==> src/rtl/oh_arbiter_if.sv <==
// rtl/oh_arbiter_if.sv - requester, operand-handler and response signals of oh_arbiter
//
// Ports (grouped as interface members):
//   r0_*/r1_*  : requester valid/ready handshake plus rb/i/s operands
//   oh_*       : operands presented to the shared operand handler, oh_n its result
//   rsp_*      : response valid/ready handshake with owner id, result and error flag
// Modports: master = requesters/handler/consumer side, slave = arbiter side.
interface oh_arbiter_if;
  logic        r0_valid;
  logic        r0_ready;
  logic [31:0] r0_rb;
  logic [20:0] r0_i;
  logic [2:0]  r0_s;

  logic        r1_valid;
  logic        r1_ready;
  logic [31:0] r1_rb;
  logic [20:0] r1_i;
  logic [2:0]  r1_s;

  logic [31:0] oh_rb;
  logic [20:0] oh_i;
  logic [2:0]  oh_s;
  logic [31:0] oh_n;

  logic        rsp_valid;
  logic        rsp_ready;
  logic        rsp_id;
  logic [31:0] rsp_n;
  logic        rsp_err;

  modport master (
    output r0_valid, r0_rb, r0_i, r0_s,
    output r1_valid, r1_rb, r1_i, r1_s,
    output oh_n, rsp_ready,
    input  r0_ready, r1_ready,
    input  oh_rb, oh_i, oh_s,
    input  rsp_valid, rsp_id, rsp_n, rsp_err
  );

  modport slave (
    input  r0_valid, r0_rb, r0_i, r0_s,
    input  r1_valid, r1_rb, r1_i, r1_s,
    input  oh_n, rsp_ready,
    output r0_ready, r1_ready,
    output oh_rb, oh_i, oh_s,
    output rsp_valid, rsp_id, rsp_n, rsp_err
  );
endinterface

==> src/rtl/oh_arbiter.sv <==
// rtl/oh_arbiter.sv - two-requester round-robin arbiter in front of a shared operand handler
//
// Ports:
//   clk   : rising-edge clock for all state
//   reset : synchronous active-high reset
//   bus   : oh_arbiter_if.slave (requesters, operand handler, response channel)
// Parameter FIRST_GRANT selects the winner of the first contended arbitration.
module oh_arbiter #(
  parameter int FIRST_GRANT = 0
) (
  input  logic          clk,
  input  logic          reset,
  oh_arbiter_if.slave   bus
);

  typedef enum logic [1:0] {
    IDLE = 2'd0,
    EXEC = 2'd1,
    RESP = 2'd2
  } state_t;

  state_t      state_q, state_d;
  logic [31:0] rb_q, rb_d;
  logic [20:0] i_q, i_d;
  logic [2:0]  s_q, s_d;
  logic        gnt_id_q, gnt_id_d;
  logic        last_q, last_d;
  logic [31:0] rsp_n_q, rsp_n_d;
  logic        rsp_id_q, rsp_id_d;
  logic        rsp_err_q, rsp_err_d;
  logic        rsp_valid_q, rsp_valid_d;

  logic slot_free;
  logic accept;
  logic gnt;

  // A new operation can enter when nothing is held, or when the held
  // response is being taken this very cycle.
  assign slot_free = (state_q == IDLE) || ((state_q == RESP) && bus.rsp_ready);
  assign accept    = slot_free && (bus.r0_valid || bus.r1_valid) && !reset;

  // Under contention the requester not granted last time wins.
  assign gnt = (bus.r0_valid && bus.r1_valid) ? ~last_q : bus.r1_valid;

  always_comb begin
    state_d   = state_q;
    rb_d      = rb_q;
    i_d       = i_q;
    s_d       = s_q;
    gnt_id_d  = gnt_id_q;
    last_d    = last_q;
    rsp_n_d   = rsp_n_q;
    rsp_id_d  = rsp_id_q;
    rsp_err_d = rsp_err_q;

    case (state_q)
      IDLE: ;
      EXEC: begin
        // oh_n is only looked at here, while the operand registers are stable.
        rsp_n_d   = bus.oh_n;
        rsp_id_d  = gnt_id_q;
        rsp_err_d = (s_q == 3'b111);
        state_d   = RESP;
      end
      RESP: begin
        if (bus.rsp_ready) begin
          state_d = IDLE;
        end
      end
      default: state_d = IDLE;
    endcase

    // Accept overrides the IDLE hold and the RESP->IDLE return.
    if (accept) begin
      rb_d     = gnt ? bus.r1_rb : bus.r0_rb;
      i_d      = gnt ? bus.r1_i  : bus.r0_i;
      s_d      = gnt ? bus.r1_s  : bus.r0_s;
      gnt_id_d = gnt;
      last_d   = gnt;
      state_d  = EXEC;
    end

    rsp_valid_d = (state_d == RESP);
  end

  always_ff @(posedge clk) begin
    if (reset) begin
      state_q     <= IDLE;
      rb_q        <= '0;
      i_q         <= '0;
      s_q         <= '0;
      gnt_id_q    <= 1'b0;
      last_q      <= (FIRST_GRANT == 0) ? 1'b1 : 1'b0;
      rsp_n_q     <= '0;
      rsp_id_q    <= 1'b0;
      rsp_err_q   <= 1'b0;
      rsp_valid_q <= 1'b0;
    end else begin
      state_q     <= state_d;
      rb_q        <= rb_d;
      i_q         <= i_d;
      s_q         <= s_d;
      gnt_id_q    <= gnt_id_d;
      last_q      <= last_d;
      rsp_n_q     <= rsp_n_d;
      rsp_id_q    <= rsp_id_d;
      rsp_err_q   <= rsp_err_d;
      rsp_valid_q <= rsp_valid_d;
    end
  end

  assign bus.r0_ready  = accept && !gnt;
  assign bus.r1_ready  = accept && gnt;
  assign bus.oh_rb     = rb_q;
  assign bus.oh_i      = i_q;
  assign bus.oh_s      = s_q;
  // Reset asserted in RESP suppresses the response in that same cycle.
  assign bus.rsp_valid = rsp_valid_q && !reset;
  assign bus.rsp_n     = rsp_n_q;
  assign bus.rsp_id    = rsp_id_q;
  assign bus.rsp_err   = rsp_err_q;

endmodule

==> src/flat_wrapper.sv <==
// flat-port wrapper written by rule: the top's interface ports become plain ports
module oh_arbiter_flat 
#(
  parameter int FIRST_GRANT = 0
)
  (clk, reset, bus_r0_valid, bus_r0_rb, bus_r0_i, bus_r0_s, bus_r1_valid, bus_r1_rb, bus_r1_i, bus_r1_s, bus_oh_n, bus_rsp_ready, bus_r0_ready, bus_r1_ready, bus_oh_rb, bus_oh_i, bus_oh_s, bus_rsp_valid, bus_rsp_id, bus_rsp_n, bus_rsp_err);
  oh_arbiter_if bus_i ();
  input  logic clk;
  input  logic reset;
  input wire logic [$bits(bus_i.r0_valid)-1:0] bus_r0_valid;
  input wire logic [$bits(bus_i.r0_rb)-1:0] bus_r0_rb;
  input wire logic [$bits(bus_i.r0_i)-1:0] bus_r0_i;
  input wire logic [$bits(bus_i.r0_s)-1:0] bus_r0_s;
  input wire logic [$bits(bus_i.r1_valid)-1:0] bus_r1_valid;
  input wire logic [$bits(bus_i.r1_rb)-1:0] bus_r1_rb;
  input wire logic [$bits(bus_i.r1_i)-1:0] bus_r1_i;
  input wire logic [$bits(bus_i.r1_s)-1:0] bus_r1_s;
  input wire logic [$bits(bus_i.oh_n)-1:0] bus_oh_n;
  input wire logic [$bits(bus_i.rsp_ready)-1:0] bus_rsp_ready;
  output wire logic [$bits(bus_i.r0_ready)-1:0] bus_r0_ready;
  output wire logic [$bits(bus_i.r1_ready)-1:0] bus_r1_ready;
  output wire logic [$bits(bus_i.oh_rb)-1:0] bus_oh_rb;
  output wire logic [$bits(bus_i.oh_i)-1:0] bus_oh_i;
  output wire logic [$bits(bus_i.oh_s)-1:0] bus_oh_s;
  output wire logic [$bits(bus_i.rsp_valid)-1:0] bus_rsp_valid;
  output wire logic [$bits(bus_i.rsp_id)-1:0] bus_rsp_id;
  output wire logic [$bits(bus_i.rsp_n)-1:0] bus_rsp_n;
  output wire logic [$bits(bus_i.rsp_err)-1:0] bus_rsp_err;
  assign bus_i.r0_valid = bus_r0_valid;
  assign bus_i.r0_rb = bus_r0_rb;
  assign bus_i.r0_i = bus_r0_i;
  assign bus_i.r0_s = bus_r0_s;
  assign bus_i.r1_valid = bus_r1_valid;
  assign bus_i.r1_rb = bus_r1_rb;
  assign bus_i.r1_i = bus_r1_i;
  assign bus_i.r1_s = bus_r1_s;
  assign bus_i.oh_n = bus_oh_n;
  assign bus_i.rsp_ready = bus_rsp_ready;
  assign bus_r0_ready = bus_i.r0_ready;
  assign bus_r1_ready = bus_i.r1_ready;
  assign bus_oh_rb = bus_i.oh_rb;
  assign bus_oh_i = bus_i.oh_i;
  assign bus_oh_s = bus_i.oh_s;
  assign bus_rsp_valid = bus_i.rsp_valid;
  assign bus_rsp_id = bus_i.rsp_id;
  assign bus_rsp_n = bus_i.rsp_n;
  assign bus_rsp_err = bus_i.rsp_err;
  oh_arbiter #(.FIRST_GRANT(FIRST_GRANT)) u_core (.clk(clk), .reset(reset), .bus(bus_i));
endmodule
==> config.mk <==
export PLATFORM = sky130hd
export DESIGN_NAME = oh_arbiter_flat
export DESIGN_NICKNAME = d
export VERILOG_FILES = /design/src/rtl/oh_arbiter_if.sv /design/src/rtl/oh_arbiter.sv /design/src/flat_wrapper.sv
export SDC_FILE = /design/constraint.sdc
export NUM_CORES = 1
export LEC_CHECK = 0
export CAP_MARGIN = 20
export CORE_ASPECT_RATIO = 0.8
export CORE_MARGIN = 3
export CORE_UTILIZATION = 37
export DETAILED_ROUTE_END_ITERATION = 10
export GPL_TIMING_DRIVEN = 0
export MAX_ROUTING_LAYER = met4
export PLACE_DENSITY = 0.81
export SKIP_CTS_REPAIR_TIMING = 1
export SKIP_LAST_GASP = 1
export SLEW_MARGIN = 15
export SYNTH_ARGS = -nofsm -noshare
export SYNTH_HDL_FRONTEND = slang
export SYNTH_SLANG_ARGS = --single-unit
==> constraint.sdc <==
create_clock -name clk -period 1.8 [get_ports clk]
set_input_delay 0.27 -clock clk [delete_from_list [all_inputs] [get_ports clk]]
set_output_delay 0.27 -clock clk [all_outputs]
set_load 0.01 [all_outputs]
* After elaboration in Yosys (flattened, before gate mapping)
Cells that the tools add are included.
Word-level totals: word-level logic and storage cells 34, bits in registers 95, input port bits 149, output and inout bits 93
Cells by class: muxes and demuxes 7, reduce and logical (&&, ||, !) cells 12, equality and inequality tests 4, bitwise logic cells 1
Operators with widths (count):
- 32-bit 2-to-1 mux | 1
- 21-bit 2-to-1 mux | 1
- 1-bit logical AND | 7
- 2-bit one-hot mux with 3 select lines | 1
- 2-bit == test (second input constant) | 2
- 2-bit 2-to-1 mux | 2
- 3-bit == test (second input constant) | 1
- 3-bit 2-to-1 mux | 1
- 2-bit by 1-bit == test with 1-bit output (second input constant) | 1
- 1-bit logical NOT | 2
- 2-bit logical NOT | 1
- 1-bit logical OR | 2
- 1-bit 2-to-1 mux | 1
- 1-bit NOT | 1

* Longest topological paths before layout
word-level depth 7, gate-level depth with buffers 6, mapped depth without buffers 3

* Worst setup path before layout
Ideal clock, no wire load.
path type input -> output, start input port bus_r1_valid, end output port bus_r0_ready, path buffers 2, data arrival time 1.151 ns, required time 1.530 ns, cell stages on the path 4, slack 0.379 ns, cells stage by stage a21boi_2 > buf_4 > buf_6 > nor4_1
Between the ends: cells in the longest elaborated chain, start to end 4, elaborated cells on any way between the ends 7, classes of those cells mux (1); reduce/logical (6)
RTL lines:
- start: declaration | RTL line flat_wrapper.sv:14 | input wire logic [$bits(bus_i.r1_valid)-1:0] bus_r1_valid;
- 1-bit logical AND / 1-bit logical OR (equally long branches) | RTL line oh_arbiter.sv:43, oh_arbiter.sv:40
- 1-bit 2-to-1 mux / 1-bit logical AND (equally long branches) | RTL line oh_arbiter.sv:43, oh_arbiter.sv:40
- 1-bit logical NOT / 1-bit logical AND (equally long branches) | RTL line oh_arbiter.sv:112, oh_arbiter.sv:40
- 1-bit logical AND * | RTL line oh_arbiter.sv:112 | assign bus.r0_ready = accept && !gnt;
- end: declaration | RTL line flat_wrapper.sv:20 | output wire logic [$bits(bus_i.r0_ready)-1:0] bus_r0_ready;
Every way passes the cells marked *; elsewhere a longest branch is shown, timed or not.

* Worst setup path in the final report
start input port bus_rsp_ready, end register u_core.i_q[19], in the netlist u_core.bus.oh_i[19]
Between the ends: cells in the longest elaborated chain, start to end 4
RTL lines:
- start: declaration | RTL line flat_wrapper.sv:19 | input wire logic [$bits(bus_i.rsp_ready)-1:0] bus_rsp_ready;
- 1-bit logical AND | RTL line oh_arbiter.sv:39 | assign slot_free = (state_q == IDLE) || ((state_q == RESP) && bus.rsp_ready);
- 1-bit logical OR | RTL line oh_arbiter.sv:39
- 1-bit logical AND (2 in series) | RTL line oh_arbiter.sv:40 | assign accept = slot_free && (bus.r0_valid || bus.r1_valid) && !reset;
- end signal: assignment | RTL line oh_arbiter.sv:101 | i_q <= i_d;
- end: declaration | RTL line oh_arbiter.sv:24 | logic [20:0] i_q, i_d;
No other way between the ends. A chain may end at the register's enable or synchronous reset.

==> results.py <==
metrics = {
    "yosys": {
        "synth_cell_types": 26,
        "synth_xor_area_share_pct": 0,
        "yosys.area_share.simple_pct": 18.83,
        "syn_nets": 644,
        "synth_top_area_share_pct": 47.62,
        "synth_top_area_cell": "dfxtp_1",
        "muxShareOfSynthArea_pct": 0,
        "syn_area_mm2": 0.003994,
        "synth_top_family_by_area": "compound AO/OA/AOI/OAI gates",
        "synthAdderAreaFrac_pct": 0,
        "synthTopCellsByArea": "dfxtp_1 (48%), nand2_1 (17%), a311oi_1 (12%), a21oi_1 (6.8%), a31oi_1 (5.8%)",
        "ys_ff_latch": 95,
        "syn_avg_cell_area_um2": 8.068,
        "ys_seq_area_share_pct": 47.62,
        "ys_warn_count": 0,
        "synth-compound-area-share_pct": 26.35,
        "netlist_instances": 495,
    },
    "setup_path": {
        "critPathLaunchType": "primary input",
        "critPathRequiredTime_ps": 2030,
        "reg2reg_from": "u_core.state_q[0]",
        "worst-path-max-fanout": 10,
        "end_kind": "flop",
        "path_class": "in -> reg",
        "arrival_ps": 1950,
        "worst-r2r-setup-slack_ps": 180,
        "reg2reg_depth": 5,
        "rr_endpoint": "u_core.bus.oh_rb[26]",
        "crit_path_start": "bus_rsp_ready",
        "crit_path_end": "u_core.bus.oh_i[19]",
    },
    "timing": {
        "fmax_mhz": 580.9,
        "timing.setup.tns_ps": 0,
        "timing.final.crit_share_pct": 95.64,
        "hold_viol_final": 0,
        "setup_violations": 0,
        "fin_skew_ps": 4.753,
        "maxSlewViolCount": 0,
        "worst_pin_slew_ps": 515.8,
        "slew_headroom_pct": 65.61,
        "finalCriticalPeriod_ps": 1721,
    },
    "clocking": {
        "clockBufferDepth": 2,
        "cts.htree.levels": 3,
        "clock_sinks": 95,
        "clock-root-buffer": "clkbuf_16",
        "cts-buffers-inserted": 9,
        "cts_tree": "yes",
        "path_clk_slew_ps": 70,
        "clk_latency_ps": 330,
    },
    "drt": {
        "drt_iter0_drc": 307,
        "firstDrtPassIters": 7,
        "vias_per_cell": 5.298,
        "drc": 0,
        "antenna_left": 0,
        "wl_per_cell_um": 17.48,
        "vias": 4736,
        "routed_wl_mm": 15.63,
    },
    "place": {
        "placed_area_mm2": 0.006571,
        "dp_hpwl_mm": 11.94,
        "place_inst": 875,
        "gp_congestion": 0.8238,
        "portBuffers": 240,
    },
    "floorplanning": {
        "dieArea_mm2": 0.01208,
        "initial_core_util_pct": 38.38,
        "die_w_um": 122.2,
        "fp.dieH_um": 98.93,
        "ioPinCount": 242,
        "core_mm2": 0.01041,
        "num_rows": 33,
    },
    "hold_path": {
        "whs_path_depth": 2,
        "min_path_type": "reg -> reg",
    },
    "final_layout": {
        "layout-drive-gt1-share_pct": 8.234,
        "nets": 897,
        "final_area_mm2": 0.006905,
        "post-route-util_pct": 66.37,
        "area_growth_pct": 72.90,
        "fillers": 890,
        "layout.cells.non_filler": 894,
    },
    "power_and_ir_drop": {
        "cellPowerDensity_mw_per_mm2": 832.4,
        "power_leakage_nw": 2.573,
        "ir_drop_uv": 507.9,
    },
    "global_route": {
        "grt_pass1_wl_mm": 24.27,
        "busiest_layer": "met2",
        "antenna_found_initial": 1,
        "grt_usage_pct": 25.95,
        "met3_usage_pct": 5.049,
        "globalRouteMet1Util_pct": 32.51,
        "grt_max_degree": 19,
        "grt_overflow": 0,
        "met2_usage_pct": 42.70,
        "grt_pass1_vias": 4755,
    },
    "run_status": {
        "status": "complete, no violations",
    },
    "job": {
        "drv_cap": 0,
    },
}
[flip-flops by register name, summed over array words and instances, names as in the netlist]
name                cells
u_core.bus.oh_i        21
u_core.bus.oh_rb       32
u_core.bus.oh_s         3
u_core.bus.rsp_err      1
u_core.bus.rsp_id       1
u_core.bus.rsp_n       32
u_core.gnt_id_q         1
u_core.last_q           1
u_core.rsp_valid_q      1
u_core.state_q          2
[area by class of cell]
type / instances / area [um2] / area share [%]
Inverter: 1 / 3.754 / 0.05436
Clock inverter: 7 / 65.06 / 0.9422
Multi-Input combinational cell: 347 / 1829 / 26.49
Buffer: 50 / 274.0 / 3.968
Sequential cell: 95 / 1903 / 27.56
Antenna cell: 1 / 2.502 / 0.03624
Tap cell: 140 / 175.2 / 2.537
Timing Repair Buffer: 244 / 2427 / 35.15
Clock buffer: 9 / 225.2 / 3.261
[per-layer routing]
metal  up-vias  wire, um
li1       2267         -
met1      2224      6570
met2       219      7545
met3        26      1148
met4         0       361
met5         -         0
[how the worst min path moves through the flow]
stage / from / end / slack (ps)
final: u_core.bus.rsp_id / u_core.bus.rsp_id / 460
after global routing: u_core.bus.rsp_n[20] / u_core.bus.rsp_n[20] / 480
after CTS: reset / u_core.state_q[0] / 450
after detailed placement: u_core.bus.rsp_id / u_core.bus.rsp_id / 450
after global placement: u_core.bus.rsp_n[20] / u_core.bus.rsp_n[20] / 440
after floorplan: bus_oh_n[0] / u_core.bus.rsp_n[0] / 410
[cells in the final DEF (no fill, tap or decap), types with 4 or more instances in the layout]
cell and instances:
dfxtp_1 94, nand2_1 179, a311oi_1 56, clkdlybuf4s50_1 236
clkbuf_16 9, buf_4 12, clkbuf_1 15, buf_2 21
a31oi_1 37, a21oi_1 54, buf_6 4
[synthesized netlist by cell type]
master and instances:
buf_1 2, inv_1 1, nand4_1 1, dfxtp_1 95, buf_6 4, a311oi_1 56
nand3_1 2, nor4_1 2, nand2_1 179, o21bai_2 1, o21ai_0 2, nor3_1 1
a21boi_2 1, nor2_1 2, a21bo_2 1, nor2b_1 2, and2b_1 1, a21oi_1 54
o21a_1 1, nand2b_1 2, buf_4 9, clkbuf_1 17, o21ba_2 1, nor2_2 1
a31oi_1 37, buf_2 20
[per-stage QoR]
| step | worst slack (ps) | hold slack (ps) | power, mW |
|---|---|---|---|
| floorplan | 379.3 | 406.0 | 3.049 |
| global placement | -677.8 | 441.9 | 3.874 |
| detailed placement | -709.1 | 449.4 | 3.915 |
| CTS | -707.0 | 449.2 | 5.765 |
| global route | -10.03 | 480.9 | 6.013 |
| finish | 78.52 | 456.4 | 5.748 |
[worst max-delay path, cell delays in order]
cell and delay (ps):
clkdlybuf4s50_1 470, nand2b_1 210, buf_2 280, buf_2 310
a21oi_1 120, a311oi_1 280
[power breakdown]
| group | switching, mW | internal [mW] |
|---|---|---|
| Combinational | 0.673 | 0.825 |
| Sequential | 0.107 | 2.28 |
| Clock | 0.889 | 0.970 |
[kinds of logic (layout without fill, tap and decap cells)]
family / count (synthesis) / after routing
other: 0 / 1
buffers and inverters: 53 / 311
AND/OR/NAND/NOR: 193 / 193
flip-flops: 95 / 95
AO/OA/AOI/OAI: 154 / 154
Note: power is estimated with default switching activity, not from simulation.
